### src/rtl/ssi_pkg.sv
// rtl/ssi_pkg.sv - shared constants, FSM state type and width helpers for the SSI poll scheduler
package ssi_pkg;

  localparam int SSI_MAX_W = 40;
  localparam int SSI_WW    = 6;

  typedef enum logic [2:0] {
    ST_IDLE    = 3'd0,
    ST_SCAN    = 3'd1,
    ST_START   = 3'd2,
    ST_WAIT    = 3'd3,
    ST_RECOVER = 3'd4
  } ssi_state_e;

  // A frame needs at least one bit and cannot exceed the reader's shift register
  function automatic logic width_legal(input logic [SSI_WW-1:0] w);
    return (w != '0) && (w <= SSI_WW'(SSI_MAX_W));
  endfunction

  // Keeps bits below the frame width; anything shifted in beyond the frame is junk
  function automatic logic [SSI_MAX_W-1:0] width_mask(input logic [SSI_WW-1:0] w);
    logic [SSI_MAX_W-1:0] m;
    for (int i = 0; i < SSI_MAX_W; i++) begin
      m[i] = (SSI_WW'(i) < w);
    end
    return m;
  endfunction

endpackage

### src/rtl/ssi_out_slot.sv
// rtl/ssi_out_slot.sv - single-entry valid/ready holding register for frame results
module ssi_out_slot #(
  parameter int CH_W = 2,
  parameter int DW   = 40
) (
  input  logic            enc_clk,
  input  logic            rst_n,
  input  logic            load,
  input  logic [CH_W-1:0] load_ch,
  input  logic [DW-1:0]   load_data,
  input  logic            ready,
  output logic            valid,
  output logic [CH_W-1:0] ch,
  output logic [DW-1:0]   data,
  output logic            full,
  output logic            accept
);

  assign accept = valid & ready;
  assign full   = valid;

  // Load wins over accept; the scheduler never loads while the slot is occupied
  always_ff @(posedge enc_clk) begin
    if (!rst_n) begin
      valid <= 1'b0;
      ch    <= '0;
      data  <= '0;
    end else if (load) begin
      valid <= 1'b1;
      ch    <= load_ch;
      data  <= load_data;
    end else if (accept) begin
      valid <= 1'b0;
    end
  end

endmodule

### src/rtl/ssi_poll_sched.sv
// rtl/ssi_poll_sched.sv - round-robin SSI encoder poll scheduler; frame timeout enabled by SSI_TIMEOUT_EN
module ssi_poll_sched
  import ssi_pkg::*;
#(
  parameter int N_CH        = 4,
  parameter int RECOVER_CYC = 42,
  parameter int TIMEOUT_CYC = 100
) (
  input  logic                    enc_clk,
  input  logic                    rst_n,
  input  logic [N_CH-1:0]         ch_en,
  input  logic [6*N_CH-1:0]       ch_width,
  input  logic [15:0]             poll_period,
  output logic                    rd_start,
  output logic [$clog2(N_CH)-1:0] rd_sel,
  output logic [5:0]              rd_width,
  input  logic                    rd_done,
  input  logic [SSI_MAX_W-1:0]    rd_pos,
  output logic                    pos_valid,
  input  logic                    pos_ready,
  output logic [$clog2(N_CH)-1:0] pos_ch,
  output logic [SSI_MAX_W-1:0]    pos_data,
  output logic [N_CH-1:0]         cfg_err,
  output logic [N_CH-1:0]         tmo_err
);

  localparam int CH_W    = $clog2(N_CH);
  localparam int CNT_MAX = (RECOVER_CYC > TIMEOUT_CYC) ? RECOVER_CYC : TIMEOUT_CYC;
  localparam int CNT_W   = $clog2(CNT_MAX + 1);
  localparam logic [CH_W-1:0] LAST_CH = CH_W'(N_CH - 1);

  ssi_state_e       state_q, state_d;
  logic [CH_W-1:0]  ptr_q;
  logic [15:0]      timer_q;
  logic [CNT_W-1:0] cnt_q;
  logic [N_CH-1:0]  cfg_err_q;

  logic             cur_en;
  logic [5:0]       cur_w;
  logic             round_due;
  logic             slot_full, slot_accept, slot_free;

  logic             ptr_clr, ptr_inc, timer_clr, cnt_clr, grab, fire, load;
  logic [N_CH-1:0]  cfg_set;
`ifdef SSI_TIMEOUT_EN
  logic             tmo_hit;
  logic [N_CH-1:0]  tmo_err_q;
`endif

  // Configuration of the channel under the round-robin pointer
  always_comb begin
    cur_en = 1'b0;
    cur_w  = '0;
    for (int i = 0; i < N_CH; i++) begin
      if (ptr_q == CH_W'(i)) begin
        cur_en = ch_en[i];
        cur_w  = ch_width[6*i +: 6];
      end
    end
  end

  // The timer counts from the cycle the round started, so a round begins every poll_period cycles
  assign round_due = (poll_period == 16'd0) ||
                     (({1'b0, timer_q} + 17'd1) >= {1'b0, poll_period});

  assign slot_free = !slot_full || slot_accept;
  assign cfg_err   = cfg_err_q;

  // Next-state and per-cycle control strobes
  always_comb begin
    state_d   = state_q;
    ptr_clr   = 1'b0;
    ptr_inc   = 1'b0;
    timer_clr = 1'b0;
    cnt_clr   = 1'b0;
    grab      = 1'b0;
    fire      = 1'b0;
    load      = 1'b0;
    cfg_set   = '0;
`ifdef SSI_TIMEOUT_EN
    tmo_hit   = 1'b0;
`endif
    case (state_q)
      ST_IDLE: begin
        if (round_due) begin
          state_d   = ST_SCAN;
          ptr_clr   = 1'b1;
          timer_clr = 1'b1;
        end
      end
      ST_SCAN: begin
        if (cur_en && width_legal(cur_w)) begin
          grab    = 1'b1;
          state_d = ST_START;
        end else begin
          if (cur_en) begin
            cfg_set = {{(N_CH-1){1'b0}}, 1'b1} << ptr_q;
          end
          if (ptr_q == LAST_CH) begin
            state_d = ST_IDLE;
          end else begin
            ptr_inc = 1'b1;
          end
        end
      end
      ST_START: begin
        if (slot_free) begin
          fire    = 1'b1;
          cnt_clr = 1'b1;
          state_d = ST_WAIT;
        end
      end
      ST_WAIT: begin
        if (rd_done) begin
          load    = 1'b1;
          cnt_clr = 1'b1;
          state_d = ST_RECOVER;
        end
`ifdef SSI_TIMEOUT_EN
        else if (cnt_q == CNT_W'(TIMEOUT_CYC - 1)) begin
          tmo_hit = 1'b1;
          cnt_clr = 1'b1;
          state_d = ST_RECOVER;
        end
`endif
      end
      ST_RECOVER: begin
        if (cnt_q == CNT_W'(RECOVER_CYC - 1)) begin
          if (ptr_q == LAST_CH) begin
            state_d = ST_IDLE;
          end else begin
            ptr_inc = 1'b1;
            state_d = ST_SCAN;
          end
        end
      end
      default: state_d = ST_IDLE;
    endcase
  end

  // State register
  always_ff @(posedge enc_clk) begin
    if (!rst_n) begin
      state_q <= ST_IDLE;
    end else begin
      state_q <= state_d;
    end
  end

  // Pointer, timers, reader selection and sticky configuration errors
  always_ff @(posedge enc_clk) begin
    if (!rst_n) begin
      ptr_q     <= '0;
      timer_q   <= '0;
      cnt_q     <= '0;
      rd_start  <= 1'b0;
      rd_sel    <= '0;
      rd_width  <= '0;
      cfg_err_q <= '0;
    end else begin
      rd_start <= fire;
      if (ptr_clr) begin
        ptr_q <= '0;
      end else if (ptr_inc) begin
        ptr_q <= ptr_q + 1'b1;
      end
      if (timer_clr) begin
        timer_q <= '0;
      end else if (timer_q != '1) begin
        timer_q <= timer_q + 16'd1;
      end
      if (cnt_clr) begin
        cnt_q <= '0;
      end else if (cnt_q != '1) begin
        cnt_q <= cnt_q + 1'b1;
      end
      if (grab) begin
        rd_sel   <= ptr_q;
        rd_width <= cur_w;
      end
      cfg_err_q <= cfg_err_q | cfg_set;
    end
  end

`ifdef SSI_TIMEOUT_EN
  // A silent reader marks its channel; the result of that frame is simply never pushed
  always_ff @(posedge enc_clk) begin
    if (!rst_n) begin
      tmo_err_q <= '0;
    end else if (tmo_hit) begin
      tmo_err_q[rd_sel] <= 1'b1;
    end
  end
  assign tmo_err = tmo_err_q;
`else
  assign tmo_err = '0;
`endif

  ssi_out_slot #(
    .CH_W (CH_W),
    .DW   (SSI_MAX_W)
  ) u_slot (
    .enc_clk   (enc_clk),
    .rst_n     (rst_n),
    .load      (load),
    .load_ch   (rd_sel),
    .load_data (rd_pos & width_mask(rd_width)),
    .ready     (pos_ready),
    .valid     (pos_valid),
    .ch        (pos_ch),
    .data      (pos_data),
    .full      (slot_full),
    .accept    (slot_accept)
  );

endmodule

### config.mk
export PLATFORM = sky130hd
export DESIGN_NAME = ssi_poll_sched
export DESIGN_NICKNAME = d
export VERILOG_FILES = /design/src/rtl/ssi_pkg.sv /design/src/rtl/ssi_out_slot.sv /design/src/rtl/ssi_poll_sched.sv
export SDC_FILE = /design/constraint.sdc
export NUM_CORES = 1
export LEC_CHECK = 0
export BUFFER_PORTS_ARGS = -buffer_cell sky130_fd_sc_hd__buf_2
export CAP_MARGIN = 25
export CORE_MARGIN = 2
export CORE_UTILIZATION = 45
export DETAILED_ROUTE_END_ITERATION = 6
export PLACE_DENSITY = 0.71
export SLEW_MARGIN = 25
export SYNTH_ARGS = -nofsm -noshare
export SYNTH_HDL_FRONTEND = slang
export SYNTH_HIERARCHICAL = 1
export SYNTH_SLANG_ARGS = --single-unit
### constraint.sdc
create_clock -name enc_clk -period 3.2 [get_ports enc_clk]
set_input_delay 0.64 -clock enc_clk [delete_from_list [all_inputs] [get_ports enc_clk]]
set_output_delay 0.64 -clock enc_clk [all_outputs]
set_load 0.03 [all_outputs]
==> results of run 1 <==
worst reg2reg max path, delay by kind of cell, from the launching register on:
kind,cells,cell delay (ns)
buf+inv,3,0.41
flops,1,0.35
xor+xnor,1,0.15
simple gates,7,1.78
fa+ha+maj,1,0.26
compound gates,3,0.28
power breakdown:
part,leakage [nW],internal (mW),switching [mW],total [mW]
logic,1.92,0.0900,0.0836,0.174
registers,0.680,1.05,0.00596,1.06
clock network,0.102,0.401,0.365,0.766
area by class of cell:
class | count | area share [%]
clock inverters | 4 | 0.7877
repair buffers | 168 | 15.46
well taps | 136 | 2.819
inverters | 40 | 2.488
multi-input cells | 411 | 47.93
flip-flops and latches | 84 | 27.94
clock buffers | 12 | 2.570
synthesized netlist by cell type, types with 7 or more instances:
library cell / number / area share, %
o21a_1: 7 / 1.1
nand2b_1: 9 / 1.2
nand2_1: 44 / 3.4
xor2_1: 8 / 1.4
nand3_1: 14 / 1.4
ha_1: 23 / 5.9
clkbuf_1: 20 / 1.6
nor2b_1: 61 / 7.9
o21ai_0: 11 / 1.1
mux2i_1: 51 / 11
o22ai_1: 8 / 1.0
a21oi_1: 35 / 3.6
dfxtp_1: 84 / 35
a21boi_0: 15 / 2.3
xnor2_1: 10 / 1.8
inv_1: 39 / 3.0
nor2_1: 40 / 3.1
nor4_1: 7 / 0.90
metrics by stage:
stage | instance area (um2) | worst slack [ns] | setup TNS [ns]
6_report | 6036 | -0.1481 | -2.394
5_1_grt | 6036 | -0.2531 | -4.327
2_1_floorplan | 4870 | -0.05023 | -0.4586
3_3_place_gp | 5714 | -0.01769 | -0.1886
3_5_place_dp | 5714 | -0.06346 | -0.7585
4_1_cts | 5922 | -0.08537 | -1.269
sequential cells by signal (all words and copies together), names as in the netlist:
name	cells
u_slot/data	40
timer_q	16
cnt_q	7
rd_width	6
cfg_err	4
state_q	3
ptr_q	2
rd_sel	2
u_slot/ch	2
rd_start	1
u_slot/full	1
cell families (layout without fill, tap and decap cells):
group / Yosys count / in the layout / share of synthesized area (%)
and+or+nand+nor: 207 / 207 / 22.80
AOI/OAI and AO/OA: 108 / 108 / 14.84
DFF: 84 / 84 / 34.75
buffers and inverters: 72 / 224 / 7.782
muxes: 51 / 51 / 10.55
adders and majority gates: 23 / 23 / 5.946
xor gates and xnor gates: 18 / 18 / 3.257
other: 1 / 4 / 0.07749
timing repair:
| item | CTS | global route |
|---|---|---|
| gates resized for setup | 2 | 13 |
| endpoints found under the setup margin | 19 | 19 |
| setup buffers | 0 | 2 |
| gates cloned | 0 | 1 |
| pin swaps | 3 | 5 |
layer usage:
metal  routed length, um  share of wire, %  track usage (%)
met4                 231               1.8            8.883
met1                5525                44            26.80
met2                6157                49            36.34
met3                 620               4.9            2.966
met5                   0                 0                0
worst paths after layout:
check                           startpoint     endpoint  slack (ns)
worst max register to register  timer_q[8]  timer_q[12]       -0.15
worst min-delay path             rd_sel[1]    rd_sel[1]        0.49
worst min register to register   rd_sel[1]    rd_sel[1]        0.49
worst max-delay path            timer_q[8]  timer_q[12]       -0.15
==> results_dict.tcl, run 1 <==
set metrics [dict create \
    multiInputGateArea_um2 2893 \
    synth-main-ff-cell "dfxtp_1" \
    syn-cell-area_um2 4840 \
    clock_latency_ns 0.35 \
    avgSynthCellArea_um2 8.581 \
    cp_num_cells 15 \
    area_delta_synth_final_pct 24.72 \
    maxSlewViolCount 0 \
    gp_congestion 0.9177 \
    crit_required_ns 3.43 \
    stdcell_count 855 \
    n_antenna_cell 0 \
    hold_viol_final 0 \
    finalSetupViolations 19 \
    failed_checks "setup timing" \
    cts_tree "done" \
    mostFrequentLayoutCells "143 x buf_2, 80 x dfxtp_1, 61 x nor2b_1" \
    num_vias 4513 \
    rows 37 \
    maxCapViolCount 0 \
    utilization_pct 58.20 \
    cp-start-kind "flop" \
    start_util_pct 46.67 \
    syn_inst 564 \
    max_slew_margin_pct 46.97 \
    antenna_found_initial 0 \
    synth_edf_count 0 \
    postRouteAntennaNets 0 \
    drt_iter0_markers 167 \
    yosysSeqAreaShare_pct 34.75 \
    r2r_cells 15 \
    route.detailed.drc 0 \
    rsz0062_at_grt "true" \
    skew_ns 0.01045 \
    critPathMostFrequentCell "or4_4" \
    first_pass_iters 4 \
    status "finished with violations" \
    path_class "reg2reg" \
    finalWirelength_um 12530 \
    crit_family "simple AND/OR/NAND/NOR gates" \
    numPortBuffers 143 \
    overflow 0 \
    grt_pass1_vias 4371 \
    die-height_um 107.7 \
    crit_path_cell_trace "nand4_4 > or4_4 > and2b_1 > xnor2_2 > inv_2 > ha_4 > and4_1 > nand3_2 > or4_4 > nand3_4 > a21oi_4 > o41ai_4 > buf_4 > clkbuf_16 > a21oi_1" \
    dp_hpwl_um 9219 \
    cp-end-kind "flop" \
    die_width_um 107.7 \
    grt.total_usage_pct 21.29 \
    worst_pin_slew_ns 0.7887 \
    worstHoldPathType "reg2reg" \
    timing.hold.ws_ns 0.4937 \
    critPathArrivalTime_ns 3.58 \
    final_common_cell "buf_2" \
    die-area_um2 11600 \
    cpPeakStageDelay_ns 0.56 \
    drive_above_1_share_pct 28.93 \
    cp_max_fo 8 \
    core_area_um2 10370 \
    num-nets-final 825 \
    p_per_area_nw_per_um2 330.8 \
    cts_hold_buf 0 \
    ys_types 54 \
    slowest_stage "or4_4" \
    min_path_cells 2 \
    period_share_pct 104.6 \
    clock-root-buffer "clkbuf_8" \
    placed_cells 836 \
    viasPerCell 5.278 \
    finalPower_mw 1.997 \
    yosys_register_bits 84 \
    fin_crit_ns 3.348 \
    max_freq_mhz 298.7 \
    fill_cells 930 \
    synth_warnings 6 \
    htreeDepth 3 \
    cts.sinks 84 \
    ys_async_sr_fraction_pct 0 \
    wl_per_cell_um 14.66 \
    p_leak_nw 2.699 \
    grt_max_degree 45 \
    grt_pass1_wl_um 20000 \
    cts_max_path_buffers 2 \
    worst-path-buf-inv 3 \
    timing.final.ws_setup_ns -0.1481 \
    boundaryPins 148 \
    regArea_um2 1687 \
    clkTransAtPathRegs_ns 0.08 \
    cts_made_buffers 9 \
    worst_ir_drop_vdd_v 0.0002209 \
]
(Power assumes the default switching activity.)
==> run 2, diff against run 1 <==
--- a/config.mk
+++ b/config.mk
@@ -5,6 +5,7 @@
 export SDC_FILE = /design/constraint.sdc
 export NUM_CORES = 1
 export LEC_CHECK = 0
+export ABC_AREA = 1
 export BUFFER_PORTS_ARGS = -buffer_cell sky130_fd_sc_hd__buf_2
 export CAP_MARGIN = 25
 export CORE_MARGIN = 2
==> run 2 against run 1 <==
Net effect: the run now ends clean; combinational power rose to 6.6 times the previous value; sequential power rose by 19%; non-clock buffer count fell by 21; clock skew rose by 0.0099 ns; utilization fell by 2.2 points; synthesized cell count rose by 26%; hold slack got worse by 0.041 ns; critical path depth rose by 3; final cell count rose by 16%; critical endpoint is now timer_q[13]; largest power group unchanged.
==> results_dict.tcl, run 2 <==
set metrics [dict create \
    postRouteAntennaNets 0 \
    rows 37 \
    ys_async_sr_fraction_pct 0 \
    maxSlewViolCount 0 \
    viasPerCell 4.937 \
    dp_hpwl_um 9459 \
    finalSetupViolations 0 \
    maxCapViolCount 0 \
    largest_reg_flops 40 \
    fill_cells 1047 \
    timing.final.ws_setup_ns 0.3187 \
    worst_ir_drop_vdd_v 0.0002908 \
    core_area_um2 10320 \
    die-area_um2 11490 \
    yosys_register_bits 84 \
    num_vias 4878 \
    worst_pin_slew_ns 0.7507 \
    grt_pass1_wl_um 20170 \
    p_leak_nw 3.193 \
    num-nets-final 958 \
    synthTopCellsByArea "dfxtp_1 35%, nor2_1 13%, nand2_1 8.0%, inv_1 7.4%, o21ai_0 7.0%" \
    cts_max_path_buffers 2 \
    multiInputGateArea_um2 2559 \
    ys_types 42 \
    regArea_um2 1682 \
    start_util_pct 46.43 \
    startpoint "timer_q[0]" \
    mostFrequentLayoutCells "168 x nor2_1, 143 x buf_2, 102 x nand2_1" \
    status "completed" \
    rr_endpoint "timer_q[13]" \
    wl_per_cell_um 12.62 \
    numPortBuffers 143 \
    hold_viol_final 0 \
    cp-start-kind "flop" \
    syn_inst 713 \
    skew_ns 0.02037 \
    finalWirelength_um 12470 \
    finalPower_mw 3.328 \
    period_share_pct 90.04 \
    reg2reg_slack_ns 0.32 \
    synth-main-ff-cell "dfxtp_1" \
    top_regs "u_slot/data: 40 flops, timer_q: 16 flops, cnt_q: 7 flops" \
    cp_max_fo 18 \
    cts_hold_buf 0 \
    largest_register "u_slot/data" \
    clock-root-buffer "clkbuf_8" \
    cts_tree "done" \
    overflow 0 \
    clkTransAtPathRegs_ns 0.08 \
    boundaryPins 148 \
    timing.rr.start "timer_q[0]" \
    route.detailed.drc 0 \
    drive_above_1_share_pct 21.50 \
    antenna_found_initial 0 \
    drt_iter0_markers 271 \
    htreeDepth 3 \
    grt.total_usage_pct 21.88 \
    critPathArrivalTime_ns 3.16 \
    area_delta_synth_final_pct 20.70 \
    die_width_um 107.2 \
    worstHoldPathType "reg2reg" \
    first_pass_iters 5 \
    r2r_cells 18 \
    p_per_area_nw_per_um2 575.2 \
    grt_max_degree 54 \
    path_class "reg2reg" \
    fin_crit_ns 2.881 \
    gp_congestion 0.8365 \
    place_ws_ns 0.1761 \
    cp-end-kind "flop" \
    netlist.top_cell.by_area "dfxtp_1" \
    synth_common_cells "169 x nor2_1, 102 x nand2_1, 94 x inv_1" \
    die-height_um 107.2 \
    grt_pass1_vias 4311 \
    design_area_um2 5786 \
    dpl-instance-area_um2 5523 \
    yosysSeqAreaShare_pct 35.08 \
    synth_top_area_share_pct 35.08 \
    hold_start "cfg_err[2]" \
    final_common_cell "nor2_1" \
    avgSynthCellArea_um2 6.723 \
    crit_required_ns 3.48 \
    max_freq_mhz 347.1 \
    synth_edf_count 0 \
    synthMostInstantiatedCell "nor2_1" \
    synth_warnings 6 \
    cts.sinks 84 \
    clock_latency_ns 0.37 \
    cts_made_buffers 9 \
    syn-cell-area_um2 4793 \
    cp-endpoint "timer_q[13]" \
    max_slew_margin_pct 49.88 \
]
run 2: layer usage:
metal,wire (um),GRT usage (%)
met5,0,0
met1,5793,29.12
met4,155,6.494
met2,5611,36.03
met3,912,4.012
run 2: logic make-up (layout without fill, tap and decap cells):
logic type	Yosys count	in the layout	synth area share, %
adder cells (fa/ha/maj)	23	23	6.004
buffers and inverters	127	262	12.06
flip-flops	84	84	35.08
AO/OA/AOI/OAI	132	132	14.88
XOR/XNOR	14	14	2.558
other	1	5	0.07823
AND/OR/NAND/NOR	332	332	29.34
run 2: area by class of cell:
type,instances,area share [%]
multi-input combinational,505,44.23
sequential,84,29.07
timing repair buffer,147,12.89
inverter,100,6.596
tap,136,2.941
clock buffer,10,2.379
clock inverter,5,1.860
antenna,1,0.04325
run 2: worst min path at each step:
| stage | cells past startpoint | end | slack, ns |
|---|---|---|---|
| 4_1_cts | 2 | cfg_err[2] | 0.45 |
| 3_3_place_gp | 2 | cfg_err[3] | 0.44 |
| 6_report | 2 | cfg_err[2] | 0.45 |
| 5_1_grt | 2 | cfg_err[3] | 0.49 |
| 2_1_floorplan | 2 | cnt_q[6] | 0.45 |
| 3_5_place_dp | 2 | cfg_err[3] | 0.44 |
run 2: report_power, final:
group / switching, mW / leakage [nW] / internal (mW)
Combinational: 0.782 / 2.39 / 0.356
Clock: 0.387 / 0.123 / 0.540
Sequential: 0.113 / 0.680 / 1.15
Total: 1.28 / 3.19 / 2.04
run 2: what timing repair did:
| action | in CTS | in global routing |
|---|---|---|
| endpoints found under the setup margin | 0 | 19 |
| resized for setup | 0 | 4 |
| setup buffers | 0 | 0 |
run 2: critical path, stage by stage, from the launching register on:
cell     delay (ns)
dfxtp_1        0.40
ha_1           0.21
nand2_1        0.10
nor2_4         0.14
nand4_2        0.20
nor2_2         0.17
xor2_1         0.20
inv_1          0.06
ha_1           0.29
a21oi_1        0.15
o21a_1         0.13
nand2_1        0.05
nand2_1        0.05
nand2_1        0.04
nand2_1        0.08
nand2_1        0.05
a21oi_1        0.21
inv_4          0.14
a21oi_1        0.14
run 2: metrics by stage:
step | utilization, % | setup TNS, ns | std cells | hold WS [ns]
5_1_grt | 56.02 | -0.0009344 | 987 | 0.4928
3_5_place_dp | 53.50 | 0 | 972 | 0.4414
6_report | 56.04 | 0 | 988 | 0.4526
3_3_place_gp | 53.50 | 0 | 972 | 0.4410
2_1_floorplan | - | 0 | 716 | 0.4454
4_1_cts | 55.87 | 0 | 987 | 0.4548
==> run 3, diff against run 2 <==
--- a/config.mk
+++ b/config.mk
@@ -9,9 +9,10 @@
 export BUFFER_PORTS_ARGS = -buffer_cell sky130_fd_sc_hd__buf_2
 export CAP_MARGIN = 25
 export CORE_MARGIN = 2
-export CORE_UTILIZATION = 45
+export CORE_UTILIZATION = 47
 export DETAILED_ROUTE_END_ITERATION = 6
-export PLACE_DENSITY = 0.71
+export PLACE_DENSITY = 0.74
+export RECOVER_POWER = 25
 export SLEW_MARGIN = 25
 export SYNTH_ARGS = -nofsm -noshare
 export SYNTH_HDL_FRONTEND = slang
==> run 3 against run 2 <==
Net effect: register-to-register slack lost 0.03 ns; final area shrank 2.2%; critical path depth did not move; worst setup slack got worse by 0.029 ns; die area fell by 4.1%; count of clock-buffer cells in the layout rose by 1; global-route usage rose by 0.98 points; fmax shrank 1.0%; clock power shrank 26%; first-iteration DRC count is 13% lower; largest power group unchanged.
==> results_dict.tcl, run 3 (synthesis results as in run 2) <==
set metrics [dict create \
    die_width_um 105.0 \
    design_area_um2 5660 \
    cpPeakStageDelay_ns 0.37 \
    num-nets-final 957 \
    clock-root-buffer "clkbuf_8" \
    grt_max_degree 54 \
    worstHoldPathType "reg2reg" \
    path_class "reg2reg" \
    grt_pass1_wl_um 20980 \
    finalPower_mw 3.077 \
    hold_viol_final 0 \
    cp_max_fo 18 \
    n_antenna_cell 0 \
    utilization_pct 57.65 \
    maxCapViolCount 0 \
    worst_ir_drop_vdd_v 0.0002783 \
    route.detailed.drc 0 \
    drive_above_1_share_pct 17.74 \
    slowest_stage "dfxtp_2" \
    critPathArrivalTime_ns 3.19 \
    worst_pin_slew_ns 0.7712 \
    grt_pass1_vias 4639 \
    dpl-instance-area_um2 5512 \
    die-area_um2 11020 \
    critPathMostFrequentCell "nand2_1" \
    core_area_um2 9819 \
    r2r_cells 18 \
    hold_path_end "cfg_err[2]" \
    finalSetupTns_ns 0 \
    rsz0062_at_grt "false" \
    dp_hpwl_um 9895 \
    largest_reg_flops 40 \
    gp_congestion 0.8902 \
    start_util_pct 48.81 \
    hold_start "cfg_err[2]" \
    crit_path_cell_trace "ha_1 > nand2_1 > nor2_2 > nand4_2 > nor2_1 > xor2_1 > inv_1 > ha_1 > a21oi_1 > o21a_1 > nand2_1 > nand2_1 > nand2_1 > nand2_1 > nand2_1 > a21oi_2 > inv_4 > a21oi_1" \
    area_delta_synth_final_pct 18.09 \
    cts_max_path_buffers 2 \
    boundaryPins 148 \
    worst-path-buf-inv 2 \
    place_ws_ns 0.1191 \
    maxSlewViolCount 0 \
    cts.sinks 84 \
    die-height_um 105.0 \
    antenna_found_initial 0 \
    placed_cells 968 \
    cts_hold_buf 0 \
    viasPerCell 5.056 \
    cp-end-kind "flop" \
    clock_latency_ns 0.35 \
    num_vias 4975 \
    largest_register "u_slot/data" \
    rr_endpoint "timer_q[12]" \
    min_path_cells 2 \
    fin_crit_ns 2.910 \
    status "completed" \
    max_freq_mhz 343.6 \
    wl_per_cell_um 12.96 \
    cp-start-kind "flop" \
    timing.hold.ws_ns 0.4584 \
    top_regs "u_slot/data: 40 flops, timer_q: 16 flops, cnt_q: 7 flops" \
    first_pass_iters 5 \
    finalWirelength_um 12750 \
    mostFrequentLayoutCells "168 x nor2_1, 109 x buf_2, 102 x nand2_1" \
    crit_required_ns 3.48 \
    period_share_pct 90.94 \
    rows 36 \
    postRouteAntennaNets 0 \
    skew_ns 0.01383 \
    timing.rr.start "timer_q[0]" \
    max_slew_margin_pct 48.51 \
    p_leak_nw 2.983 \
    reg2reg_slack_ns 0.29 \
    p_per_area_nw_per_um2 543.6 \
    final_common_cell "nor2_1" \
    overflow 0 \
    post_cts_buffers 0 \
    crit_family "simple AND/OR/NAND/NOR gates" \
    numPortBuffers 143 \
    cts_tree "done" \
    timing.final.ws_setup_ns 0.2898 \
    clkTransAtPathRegs_ns 0.09 \
    htreeDepth 3 \
    grt.total_usage_pct 22.86 \
    finalSetupViolations 0 \
    cts_made_buffers 9 \
    stdcell_count 984 \
    drt_iter0_markers 237 \
]
run 3: changes by cell type in the layout (fill, tap and decap cells not counted), sizes merged:
cell | previous run | this run
clkinvlp | 0 | 3
bufinv | 3 | 0
diode | 1 | 0
clkbuf | 10 | 45
buf | 147 | 112
run 3: report_power, final:
part	switching [mW]	internal (mW)
Clock	0.385	0.305
Combinational	0.785	0.339
Sequential	0.114	1.15
run 3: how the worst max path moves through the flow:
| stage | start | end | slack (ns) | cells after the start |
|---|---|---|---|---|
| 2_1_floorplan | timer_q[0] | timer_q[13] | 0.44 | 19 |
| 3_3_place_gp | timer_q[0] | timer_q[13] | 0.27 | 18 |
| 3_5_place_dp | timer_q[0] | timer_q[12] | 0.12 | 18 |
| 4_1_cts | timer_q[0] | timer_q[12] | 0.08 | 18 |
| 5_1_grt | timer_q[0] | timer_q[12] | 0.05 | 18 |
| 6_report | timer_q[0] | timer_q[12] | 0.29 | 18 |
run 3: layout make-up:
class	instances	area, um2
sequential	84	1683
clock inverter	5	36.28
clock buffer	11	141.4
timing repair buffer	146	695.7
inverter	100	381.6
multi-input combinational	505	2556
fill	1044	4159
tap	133	166.4
run 3: per-layer routing:
layer  wire length, um  track usage, %
met1              5669           29.64
met2              5908           39.01
met3               903           3.743
met4               267           6.667
met5                 0               0
run 3: repair_timing:
action | 4_1_cts | 5_1_grt
endpoints found under the setup margin | 0 | 20
hold endpoints to repair | 0 | 0
resized for setup | 0 | 5
run 3: worst min-delay path: stages, from the launching register on:
cell     delay [ns]
dfxtp_1        0.32
inv_1          0.05
a21oi_1        0.05
